`config.mk`:
```
export PLATFORM = sky130hd
export DESIGN_NAME = neuron_sequencer
export DESIGN_NICKNAME = d
export VERILOG_FILES = /design/src/rtl/neuron_seq_pkg.sv /design/src/rtl/neuron_sequencer.sv
export SDC_FILE = /design/constraint.sdc
export NUM_CORES = 1
export LEC_CHECK = 0
export CAP_MARGIN = 20
export CORE_MARGIN = 2
export CORE_UTILIZATION = 29
export DETAILED_ROUTE_END_ITERATION = 7
export DONT_BUFFER_PORTS = 1
export GPL_TIMING_DRIVEN = 0
export MAX_ROUTING_LAYER = met4
export SLEW_MARGIN = 20
export SYNTH_ARGS = -nofsm -noshare
export SYNTH_HDL_FRONTEND = slang
export SYNTH_SLANG_ARGS = --single-unit
```
`constraint.sdc`:
```
create_clock -name clk_i -period 1.6 [get_ports clk_i]
set_input_delay 0.24 -clock clk_i [delete_from_list [all_inputs] [get_ports clk_i]]
set_output_delay 0.24 -clock clk_i [all_outputs]
set_load 0.005 [all_outputs]
```
`src/rtl/neuron_seq_pkg.sv`:
```
// Shared types and default sizes for the Neuron MAC sequencer.
package neuron_seq_pkg;

    typedef enum logic [2:0] {
        IDLE  = 3'd0,
        CLEAR = 3'd1,
        BIAS  = 3'd2,
        FEED  = 3'd3,
        LAST  = 3'd4,
        CAPT  = 3'd5
    } state_e;

    localparam int unsigned W_WEIGHT     = 32;
    localparam int unsigned W_PIXEL_DATA = 8;
    localparam int unsigned W_BIAS       = 32;
    localparam int unsigned W_RESULT     = 32;

    localparam int unsigned NN_INPUTS    = 49;
    localparam int unsigned NN_NEURONS   = 10;

endpackage

```
`src/rtl/neuron_sequencer.sv`:
```
// Drives one Neuron evaluation per job: clear, bias, stream RAM pairs, capture sigma.
// Optional build macro NEURON_SEQ_RELU_EN clamps a negative captured sigma to zero.
module neuron_sequencer #(
    parameter int unsigned N_INPUTS     = neuron_seq_pkg::NN_INPUTS,
    parameter int unsigned N_NEURONS    = neuron_seq_pkg::NN_NEURONS,
    parameter int unsigned W_WEIGHT     = neuron_seq_pkg::W_WEIGHT,
    parameter int unsigned W_PIXEL_DATA = neuron_seq_pkg::W_PIXEL_DATA,
    parameter int unsigned W_BIAS       = neuron_seq_pkg::W_BIAS,
    parameter int unsigned W_RESULT     = neuron_seq_pkg::W_RESULT,
    parameter int unsigned W_PADDR      = (N_INPUTS > 1) ? $clog2(N_INPUTS) : 1,
    parameter int unsigned W_WADDR      = (N_INPUTS * N_NEURONS > 1) ? $clog2(N_INPUTS * N_NEURONS) : 1,
    parameter int unsigned W_NSEL       = (N_NEURONS > 1) ? $clog2(N_NEURONS) : 1
) (
    input  logic                    clk_i,
    input  logic                    rst_i,
    input  logic                    start_i,
    input  logic [W_NSEL-1:0]       neuron_sel_i,
    input  logic [W_BIAS-1:0]       bias_i,
    output logic                    busy_o,
    output logic [W_PADDR-1:0]      pixel_addr_o,
    input  logic [W_PIXEL_DATA-1:0] pixel_rdata_i,
    output logic [W_WADDR-1:0]      weight_addr_o,
    input  logic [W_WEIGHT-1:0]     weight_rdata_i,
    output logic                    n_clear_o,
    output logic                    n_set_bias_o,
    output logic [W_BIAS-1:0]       n_bias_o,
    output logic                    n_active_o,
    output logic [W_PIXEL_DATA-1:0] n_pixel_o,
    output logic [W_WEIGHT-1:0]     n_weight_o,
    input  logic [W_RESULT-1:0]     n_sigma_i,
    output logic [W_RESULT-1:0]     result_o,
    output logic                    done_o
);
    import neuron_seq_pkg::*;

    localparam logic [W_PADDR-1:0] LAST_IDX = W_PADDR'(N_INPUTS - 1);
    localparam logic [W_NSEL-1:0]  MAX_NSEL = W_NSEL'(N_NEURONS - 1);

    state_e              state_q, state_d;
    logic [W_PADDR-1:0]  idx_q, idx_d;
    logic [W_WADDR-1:0]  waddr_q, waddr_d;
    logic [W_WADDR-1:0]  base_q, base_d;
    logic [W_BIAS-1:0]   bias_q, bias_d;
    logic [W_BIAS-1:0]   n_bias_q, n_bias_d;
    logic [W_RESULT-1:0] result_q, result_d;
    logic                busy_q, busy_d;
    logic                n_clear_q, n_clear_d;
    logic                n_set_bias_q, n_set_bias_d;
    logic                n_active_q, n_active_d;
    logic                done_q, done_d;

    logic [W_NSEL-1:0]   nsel_clamped_c;
    logic [W_WADDR-1:0]  base_c;
    logic [W_RESULT-1:0] capt_val_c;

    // Out-of-range neuron indices fall back to the last neuron so the weight address never wraps.
    assign nsel_clamped_c = (32'(neuron_sel_i) >= N_NEURONS) ? MAX_NSEL : neuron_sel_i;
    assign base_c         = W_WADDR'(nsel_clamped_c) * W_WADDR'(N_INPUTS);

`ifdef NEURON_SEQ_RELU_EN
    assign capt_val_c = n_sigma_i[W_RESULT-1] ? '0 : n_sigma_i;
`else
    assign capt_val_c = n_sigma_i;
`endif

    always_ff @(posedge clk_i) begin
        if (rst_i) begin
            state_q      <= IDLE;
            idx_q        <= '0;
            waddr_q      <= '0;
            base_q       <= '0;
            bias_q       <= '0;
            n_bias_q     <= '0;
            result_q     <= '0;
            busy_q       <= 1'b0;
            n_clear_q    <= 1'b0;
            n_set_bias_q <= 1'b0;
            n_active_q   <= 1'b0;
            done_q       <= 1'b0;
        end else begin
            state_q      <= state_d;
            idx_q        <= idx_d;
            waddr_q      <= waddr_d;
            base_q       <= base_d;
            bias_q       <= bias_d;
            n_bias_q     <= n_bias_d;
            result_q     <= result_d;
            busy_q       <= busy_d;
            n_clear_q    <= n_clear_d;
            n_set_bias_q <= n_set_bias_d;
            n_active_q   <= n_active_d;
            done_q       <= done_d;
        end
    end

    // Next-state logic; strobes are registered from the upcoming state so they line up with it.
    always_comb begin
        state_d  = state_q;
        idx_d    = idx_q;
        waddr_d  = waddr_q;
        base_d   = base_q;
        bias_d   = bias_q;
        n_bias_d = n_bias_q;
        result_d = result_q;
        done_d   = 1'b0;

        case (state_q)
            IDLE: begin
                if (start_i) begin
                    base_d  = base_c;
                    bias_d  = bias_i;
                    state_d = CLEAR;
                end
            end
            CLEAR: begin
                n_bias_d = bias_q;
                state_d  = BIAS;
            end
            BIAS: begin
                idx_d   = '0;
                waddr_d = base_q;
                state_d = FEED;
            end
            FEED: begin
                if (idx_q == LAST_IDX) begin
                    state_d = LAST;
                end else begin
                    idx_d   = idx_q + W_PADDR'(1);
                    waddr_d = waddr_q + W_WADDR'(1);
                end
            end
            LAST: begin
                state_d = CAPT;
            end
            CAPT: begin
                result_d = capt_val_c;
                done_d   = 1'b1;
                state_d  = IDLE;
            end
            default: begin
                state_d = IDLE;
            end
        endcase

        busy_d       = (state_d != IDLE);
        n_clear_d    = (state_d == CLEAR);
        n_set_bias_d = (state_d == BIAS);
        // Delayed one cycle to match the synchronous RAM read latency.
        n_active_d   = (state_q == FEED);
    end

    assign busy_o        = busy_q;
    assign pixel_addr_o  = idx_q;
    assign weight_addr_o = waddr_q;
    assign n_clear_o     = n_clear_q;
    assign n_set_bias_o  = n_set_bias_q;
    assign n_bias_o      = n_bias_q;
    assign n_active_o    = n_active_q;
    assign n_pixel_o     = pixel_rdata_i;
    assign n_weight_o    = weight_rdata_i;
    assign result_o      = result_q;
    assign done_o        = done_q;

endmodule

```
==> flow_summary.ini, run 1 <==
[placed_design]
pre_cts_ws_ns = -0.436
place.gp.congestion = 0.787
dp.cells = 875
placed_cell_area_mm2 = 0.00544
port_buffers = 0
dp_hpwl_um = 10000

[sta]
worst_slack_ns = 0.0102
fin_tns_setup_ns = 0
slew_viol_final = 0
min_period_ns = 1.59
slew_headroom_pct = 58.7
fmax_ghz = 0.629
setup_viol = 0
rsz0062_at_grt = yes
whs_ns = 0.0149
skew_ns = 0.0124
tightest_slew_ns = 0.620
hold_viol_final = 0
final.period_utilization_pct = 99.4

[worst_setup_path]
slowest_delay_ns = 0.40
cp-start-kind = flip-flop
crit_buf_inv = 2
timing.rr.end = weight_addr_o[6]
reg2reg_depth = 5
criticalPathCategory = reg2reg
required_ns = 1.94
r2r_setup_slack_ns = 0.01
crit_family = simple AND/OR/NAND/NOR gates
worstReg2RegStart = state_q[0]
crit_start = state_q[0]
cp_max_fo = 10
critPathCaptureType = flip-flop
critPathArrivalTime_ns = 1.93
slowest_stage = or4_1
crit_chain = inv_1 > buf_6 > or3_1 > or4_1 > a31oi_1

[final_layout]
fillers = 1756
syn_to_final_growth_pct = 32.8
fin_area_mm2 = 0.00685
n_antenna_cell = 0
finalNonFillerCells = 974
drive_above_1_share_pct = 16.4
fin_nets = 855
utilization_pct = 39.5

[status]
status = complete, no violations

[synthesis]
synth.most_common_cell = nand2_1
synthesis.nets = 769
async_flop_share_pct = 0
synth_seq_cells = 127
synth_top_cell_by_area = dfxtp_1
synth_cells = 650
syn_avg_cell_area_um2 = 7.94
synth-edff-count = 0
syn_area_mm2 = 0.00516
yosys_warnings = 0
synth_common_cells = nand2_1, dfxtp_1, a21oi_1
ys.flop_type = dfxtp_1
synth_top_area_share_pct = 49.3
ys_seq_area_share_pct = 49.3
synth_cell_type_count = 42
yosys-top-cells-area = dfxtp_1, nand2_1, a21oi_1

[hold_path]
holdPathEnd = base_q[2]
min-delay-start = neuron_sel_i[3]
hold_path_class = in2reg
min_path_cells = 3

[clock_network]
cts_made_buffers = 17
cts_tree = done
cts_buffer_depth = 2
clk_pin_slew_ns = 0.06
cts.sinks = 127
insertion_delay_ns = 0.42
cts-root-buf = clkbuf_16
ctsHtreeMaxLevel = 4

[global_routing]
antenna_found_initial = 0
overflow = 0
grt_usage_pct = 15.8
grt_pass1_vias = 4246
grt_max_degree = 20
grt_first_pass_wirelength_um = 22100

[floorplanning]
start_util_pct = 29.7
dieArea_mm2 = 0.0189
io_pins = 235
die_y_um = 137
die_w_um = 137
core.rowCount = 48
core_area_mm2 = 0.0174

[power_and_ir_drop]
ir_drop_uv = 698
power_mw = 7.91
power_density_mw_per_mm2 = 1150
leakage_nw = 2.50

[routing]
first_pass_iters = 4
via_per_inst = 4.74
wl_per_cell_um = 15.3
ant_nets = 0
vias = 4621
totalWireLength_um = 14900
drt_iter0_drc = 199
drc_errors = 0

[job]
maxCapViolCount = 0
[layer usage]
metal	up-vias	share of wire (%)	track usage, %
li1	2295	-	-
met1	2152	43	18.6
met2	167	49	25.1
met3	7	7.9	6.18
met4	0	0.62	4.30
met5	-	0	-
[flip-flops by register name (all words and copies together) (netlist names)]
signal	count
state_q	3
n_set_bias_o	1
n_bias_o	32
weight_addr_o	9
n_active_o	1
done_o	1
pixel_addr_o	6
n_clear_o	1
busy_o	1
base_q	8
bias_q	32
result_o	32
[power breakdown]
part           total, mW  switching [mW]  internal (mW)
registers           3.37          0.0872           3.28
logic              0.763           0.412          0.351
clock network       3.78            1.41           2.37
[worst min-delay path, delay by kind of cell]
kind            cells  cell delay (ns)
simple gates        2             0.10
compound gates      1             0.05
[worst max-delay path by stage]
stage	to	slack [ns]	depth (start not counted)
after floorplan	base_q[8]	0.002	8
after global placement	result_o[28]	-0.44	5
after detailed placement	result_o[24]	-0.44	5
after CTS	weight_addr_o[6]	0.005	5
after global routing	weight_addr_o[6]	-0.09	6
final	weight_addr_o[6]	0.01	5
[layout by cell type, fill, tap and decap left out, types with 3 or more instances in the layout]
master | Yosys | layout
o32ai_1 | 3 | 3
ha_1 | 8 | 6
xnor2_1 | 3 | 3
nand2_1 | 212 | 210
buf_6 | 2 | 3
buf_2 | 6 | 5
clkbuf_2 | 0 | 14
and3_1 | 5 | 4
dfxtp_1 | 127 | 122
nand3_1 | 8 | 7
nand4_1 | 6 | 6
clkbuf_4 | 0 | 3
or3_1 | 3 | 3
a31oi_1 | 3 | 3
nor2b_1 | 5 | 3
a311oi_1 | 4 | 3
dlygate4sd3_1 | 0 | 66
nor2_1 | 17 | 16
buf_4 | 40 | 44
clkinvlp_4 | 0 | 3
clkbuf_1 | 35 | 20
dfxtp_2 | 0 | 3
nor3_1 | 5 | 3
inv_1 | 7 | 7
nand2b_1 | 4 | 4
a21oi_1 | 113 | 112
clkbuf_16 | 0 | 17
nand3b_1 | 3 | 3
xor2_1 | 4 | 4
[cell type report]
cell class | instances | area [um^2] | share of cell area [%]
multi-input cells | 432 | 2210 | 32.3
well taps | 225 | 282 | 4.11
plain buffers | 81 | 512 | 7.47
clock inverters | 9 | 110 | 1.61
flip-flops and latches | 127 | 2550 | 37.3
clock buffers | 23 | 468 | 6.83
inverters | 7 | 26.3 | 0.383
repair buffers | 70 | 691 | 10.1
[kinds of logic after synthesis]
logic type,count (synthesis),share of synthesized area [%]
buffers and inverters,91,9.97
adder cells (fa/ha/maj),8,1.94
AND/OR/NAND/NOR,278,22.6
flip-flops,127,49.3
XOR/XNOR,7,1.19
AO/OA/AOI/OAI,139,15.0
[what timing repair did]
action,in CTS,in global routing
resized for setup,33,25
endpoints found under the hold margin,66,0
setup endpoints to repair,120,84
setup buffers,2,2
hold buffers,66,0
pin swaps,1,3
No activity file was read; power rests on OpenSTA's default activity.
==> run 2: changes to the inputs <==
--- a/config.mk
+++ b/config.mk
@@ -12,7 +12,9 @@
 export DONT_BUFFER_PORTS = 1
 export GPL_TIMING_DRIVEN = 0
 export MAX_ROUTING_LAYER = met4
+export RECOVER_POWER = 100
 export SLEW_MARGIN = 20
 export SYNTH_ARGS = -nofsm -noshare
 export SYNTH_HDL_FRONTEND = slang
 export SYNTH_SLANG_ARGS = --single-unit
+export TNS_END_PERCENT = 1
==> run 2 against run 1 <==
The run now ends with negative setup slack left. Wire length is 0.93% lower. Cell count shrank 0.10%. Global-route usage shrank 0.088 points. Combinational power decreased by 2%. Register-to-register slack got worse by 0.02 ns. Critical endpoint unchanged. Highest routed layer unchanged.
==> flow_summary.ini, run 2 (synthesis gave the netlist of run 1 again) <==
[hold_path]
min-delay-start = neuron_sel_i[3]
hold_path_class = in2reg

[global_routing]
grt_usage_pct = 15.7
antenna_found_initial = 0
grt_max_degree = 20
grt_first_pass_wirelength_um = 22000
overflow = 0
grt_pass1_vias = 4232

[routing]
drt_iter0_drc = 210
totalWireLength_um = 14700
ant_nets = 0
drc_errors = 0
wl_per_cell_um = 15.1
vias = 4630
via_per_inst = 4.76
first_pass_iters = 4

[worst_setup_path]
cp_max_fo = 9
critPathArrivalTime_ns = 1.94
critPathCaptureType = flip-flop
cp-start-kind = flip-flop
r2r_setup_slack_ns = -0.008
worstReg2RegStart = state_q[2]
crit_start = state_q[2]
required_ns = 1.94
criticalPathCategory = reg2reg

[power_and_ir_drop]
switching_power_mw = 1.90
ir_drop_uv = 702
p_sw_share_pct = 24.0
clkPwrFrac_pct = 47.9
leakage_nw = 2.47
p_int_mw = 6.00
power_density_mw_per_mm2 = 1160
combinationalPowerShare_pct = 9.5
sequentialPowerShare_pct = 42.7

[final_layout]
n_antenna_cell = 0
layout_common_cells = nand2_1, dfxtp_1, a21oi_1
mostFrequentLayoutCell = nand2_1
fin_area_mm2 = 0.00680
fin_nets = 854
drive_above_1_share_pct = 15.5
syn_to_final_growth_pct = 31.7

[clock_network]
insertion_delay_ns = 0.42
ctsHtreeMaxLevel = 4
cts_made_buffers = 17
cts.sinks = 127
clk_pin_slew_ns = 0.06
cts_buffer_depth = 2
cts_tree = done
cts-root-buf = clkbuf_16

[floorplanning]
start_util_pct = 29.7
die_y_um = 137
io_pins = 235
dieArea_mm2 = 0.0189
core_area_mm2 = 0.0174
core.rowCount = 48
die_w_um = 137

[sta]
fmax_ghz = 0.622
slew_viol_final = 0
final.period_utilization_pct = 101
rsz0062_at_grt = yes
fin_tns_setup_ns = -0.00841
slew_headroom_pct = 58.7
setup_viol = 1
worst_slack_ns = -0.00841
skew_ns = 0.00749
tightest_slew_ns = 0.619
min_period_ns = 1.61
hold_viol_final = 0

[placed_design]
placed_cell_area_mm2 = 0.00544
port_buffers = 0
place.gp.congestion = 0.787
dp_hpwl_um = 10000

[job]
maxCapViolCount = 0

[status]
status = finished, violations left
violations = negative setup slack
run 2: layout make-up:
cell class	count	area, um^2
multi-input cells	432	2180
repair buffers	68	676
inverters	7	26.3
flip-flops and latches	127	2550
well taps	225	282
fillers	1764	10600
clock buffers	23	468
clock inverters	9	110
plain buffers	82	505
run 2: worst max-delay path, stage by stage (launching register included):
cell and delay, ns:
dfxtp_2 0.34, nand2b_2 0.18, buf_6 0.14, or3_1 0.29, or4_1 0.40, a31oi_1 0.18
run 2: metal layers:
metal  wire length (um)  vias up  part of all wire, %  global-route usage, %
met2               7080      178                   48                   24.8
li1                   -     2292                    -                      -
met1               6290     2150                   43                   18.7
met4                126        0                 0.86                   4.35
met5                  0        -                    0                      -
met3               1220       10                  8.3                   5.96
run 2: path summary, 6_finish.rpt:
path | endpoint | cells after the start
worst max-delay path | weight_addr_o[6] | 5
worst min register to register | n_bias_o[27] | 2
worst min-delay path | base_q[2] | 3
worst max register to register | weight_addr_o[6] | 5
run 2: timing repair:
item,CTS,global route
pin swaps,1,5
setup endpoints to repair,120,111
resized for setup,24,35
hold buffers,66,0
hold endpoints to repair,66,0
setup buffers,0,2
run 2: per-stage QoR:
stage | worst slack, ns | hold slack [ns] | utilization, % | cells | power (mW)
after global routing | -0.0912 | 0.00819 | 39.2 | 973 | 8.23
final | -0.00841 | 0.0172 | 39.2 | 973 | 7.89
after global placement | -0.443 | 0.378 | 31.3 | 875 | 4.02
after CTS | -0.0706 | 0.00405 | 38.7 | 971 | 7.97
after detailed placement | -0.436 | 0.383 | 31.3 | 875 | 4.02
after floorplan | 0.00207 | 0.376 | - | 650 | 3.86
run 2: power groups by stage:
stage | clock, mW | combinational (mW) | sequential (mW)
finish | 3.78 | 0.746 | 3.37
global route | 4.02 | 0.824 | 3.38
CTS | 3.87 | 0.734 | 3.37
detailed placement | 0 | 0.586 | 3.44
global placement | 0 | 0.583 | 3.44
floorplan | 0 | 0.452 | 3.41
==> run 3: changes to the inputs <==
--- a/config.mk
+++ b/config.mk
@@ -12,6 +12,7 @@
 export DONT_BUFFER_PORTS = 1
 export GPL_TIMING_DRIVEN = 0
 export MAX_ROUTING_LAYER = met4
+export PLACE_DENSITY = 0.46
 export RECOVER_POWER = 100
 export SLEW_MARGIN = 20
 export SYNTH_ARGS = -nofsm -noshare
==> run 3 against run 2 <==
The flow still finishes with violations (negative setup slack). Global-route usage rose by 0.35 points. Largest power group unchanged. First-iteration DRC count fell by 23%. Count of clock-buffer cells in the layout fell by 3. Maximum frequency fell by 2.7%. Register-to-register slack got worse by 0.04 ns. Non-clock buffer count did not move. Core utilization rose by 0.072 points. Highest routed layer unchanged. Largest cell class unchanged. Cell count did not move.
==> flow_summary.ini, run 3 (synthesis gave the netlist of run 1 again) <==
[status]
status = finished, violations left
violations = negative setup slack

[floorplanning]
die_y_um = 137
die_w_um = 137
core.rowCount = 48
dieArea_mm2 = 0.0189
io_pins = 235
start_util_pct = 29.7
core_area_mm2 = 0.0174

[clock_network]
insertion_delay_ns = 0.42
cts.sinks = 127
cts_buffer_depth = 2
cts_made_buffers = 17
cts_tree = done
clk_pin_slew_ns = 0.06
cts-root-buf = clkbuf_16
ctsHtreeMaxLevel = 4

[sta]
tightest_slew_ns = 0.611
slew_headroom_pct = 59.3
rsz0062_at_grt = yes
fin_tns_setup_ns = -0.0768
worst_slack_ns = -0.0523
min_period_ns = 1.65
skew_ns = 0.00867
fmax_ghz = 0.605
hold_viol_final = 0
setup_viol = 2
slew_viol_final = 0
final.period_utilization_pct = 103

[global_routing]
antenna_found_initial = 0
grt_pass1_vias = 4455
grt_max_degree = 20
grt_usage_pct = 16.1
grt_first_pass_wirelength_um = 22500
overflow = 0

[routing]
totalWireLength_um = 14900
ant_nets = 0
drt_iter0_drc = 162
vias = 4586
first_pass_iters = 4
wl_per_cell_um = 15.3
drc_errors = 0
via_per_inst = 4.71

[final_layout]
drive_above_1_share_pct = 14.8
finalNonFillerCells = 973
fin_nets = 854
fillers = 1757
layout_common_cells = nand2_1, dfxtp_1, a21oi_1
mostFrequentLayoutCell = nand2_1
n_antenna_cell = 0
syn_to_final_growth_pct = 32.0

[worst_setup_path]
timing.rr.end = busy_o
critPathArrivalTime_ns = 1.90
critPathCaptureType = flip-flop
cp_max_fo = 7
criticalPathCategory = reg2reg
reg2reg_depth = 6
worstReg2RegStart = pixel_addr_o[0]
required_ns = 1.85
cp-start-kind = flip-flop
r2r_setup_slack_ns = -0.05

[placed_design]
pre_cts_ws_ns = -0.345
place.gp.congestion = 0.797
port_buffers = 0
dp.cells = 875
dp_hpwl_um = 10700

[job]
maxCapViolCount = 0

[hold_path]
hold_path_class = in2reg
min-delay-start = neuron_sel_i[3]
min_path_cells = 3
holdPathEnd = base_q[2]

[power_and_ir_drop]
leakage_nw = 2.49
power_density_mw_per_mm2 = 1190
ir_drop_uv = 706
## run 3: routing by layer
metal | routed length (um) | vias to the layer above | GRT usage [%]
met5 | 0 | - | -
met4 | 174 | 0 | 6.24
li1 | - | 2292 | -
met3 | 1140 | 13 | 4.75
met1 | 6510 | 2103 | 18.9
met2 | 7050 | 178 | 25.8
## run 3: worst max-delay path by stage
stage	startpoint	endpoint	cells after the start
6_report	pixel_addr_o[0]	busy_o	6
5_1_grt	state_q[0]	weight_addr_o[6]	5
4_1_cts	pixel_addr_o[0]	weight_addr_o[5]	6
3_5_place_dp	state_q[0]	result_o[23]	5
3_3_place_gp	state_q[0]	result_o[24]	5
2_1_floorplan	neuron_sel_i[1]	base_q[8]	8
## run 3: through the flow
| stage | cell area [um^2] | power [mW] | hold WS, ns | util (%) |
|---|---|---|---|---|
| after detailed placement | 5440 | 4.02 | 0.383 | 31.3 |
| after global routing | 6810 | 8.40 | 0.0412 | 39.2 |
| after floorplan | 5160 | 3.86 | 0.376 | - |
| after global placement | 5440 | 4.01 | 0.378 | 31.3 |
| final | 6810 | 8.07 | 0.0278 | 39.2 |
| after CTS | 6740 | 8.15 | 0.0140 | 38.8 |
## run 3: critical path: stages, from the launching register on
cell	delay [ns]
dfxtp_4	0.36
inv_1	0.06
ha_1	0.18
nor2b_4	0.26
nand2_4	0.11
o21ai_0	0.30
o221ai_1	0.21
## run 3: area by class of cell
class                   instances  area [um^2]  share of cell area (%)
clock inverters                12          161                    2.37
well taps                     225          282                    4.13
plain buffers                  82          497                    7.30
clock buffers                  20          447                    6.56
multi-input cells             432         2170                    31.8
flip-flops and latches        127         2550                    37.5
inverters                       7         26.3                   0.386
repair buffers                 68          676                    9.92
## run 3: report_power, final
part | internal (mW) | switching (mW) | leakage (nW)
combinational | 0.338 | 0.398 | 1.16
clock | 2.50 | 1.47 | 0.287
sequential | 3.28 | 0.0866 | 1.03
## run 3: what timing repair did
item                       in CTS  in global routing
hold buffers                   66                  0
resized for setup              19                 34
hold endpoints to repair       66                  0
buffers inserted                0                  2
pin swaps                       0                  4
setup endpoints to repair     111                112
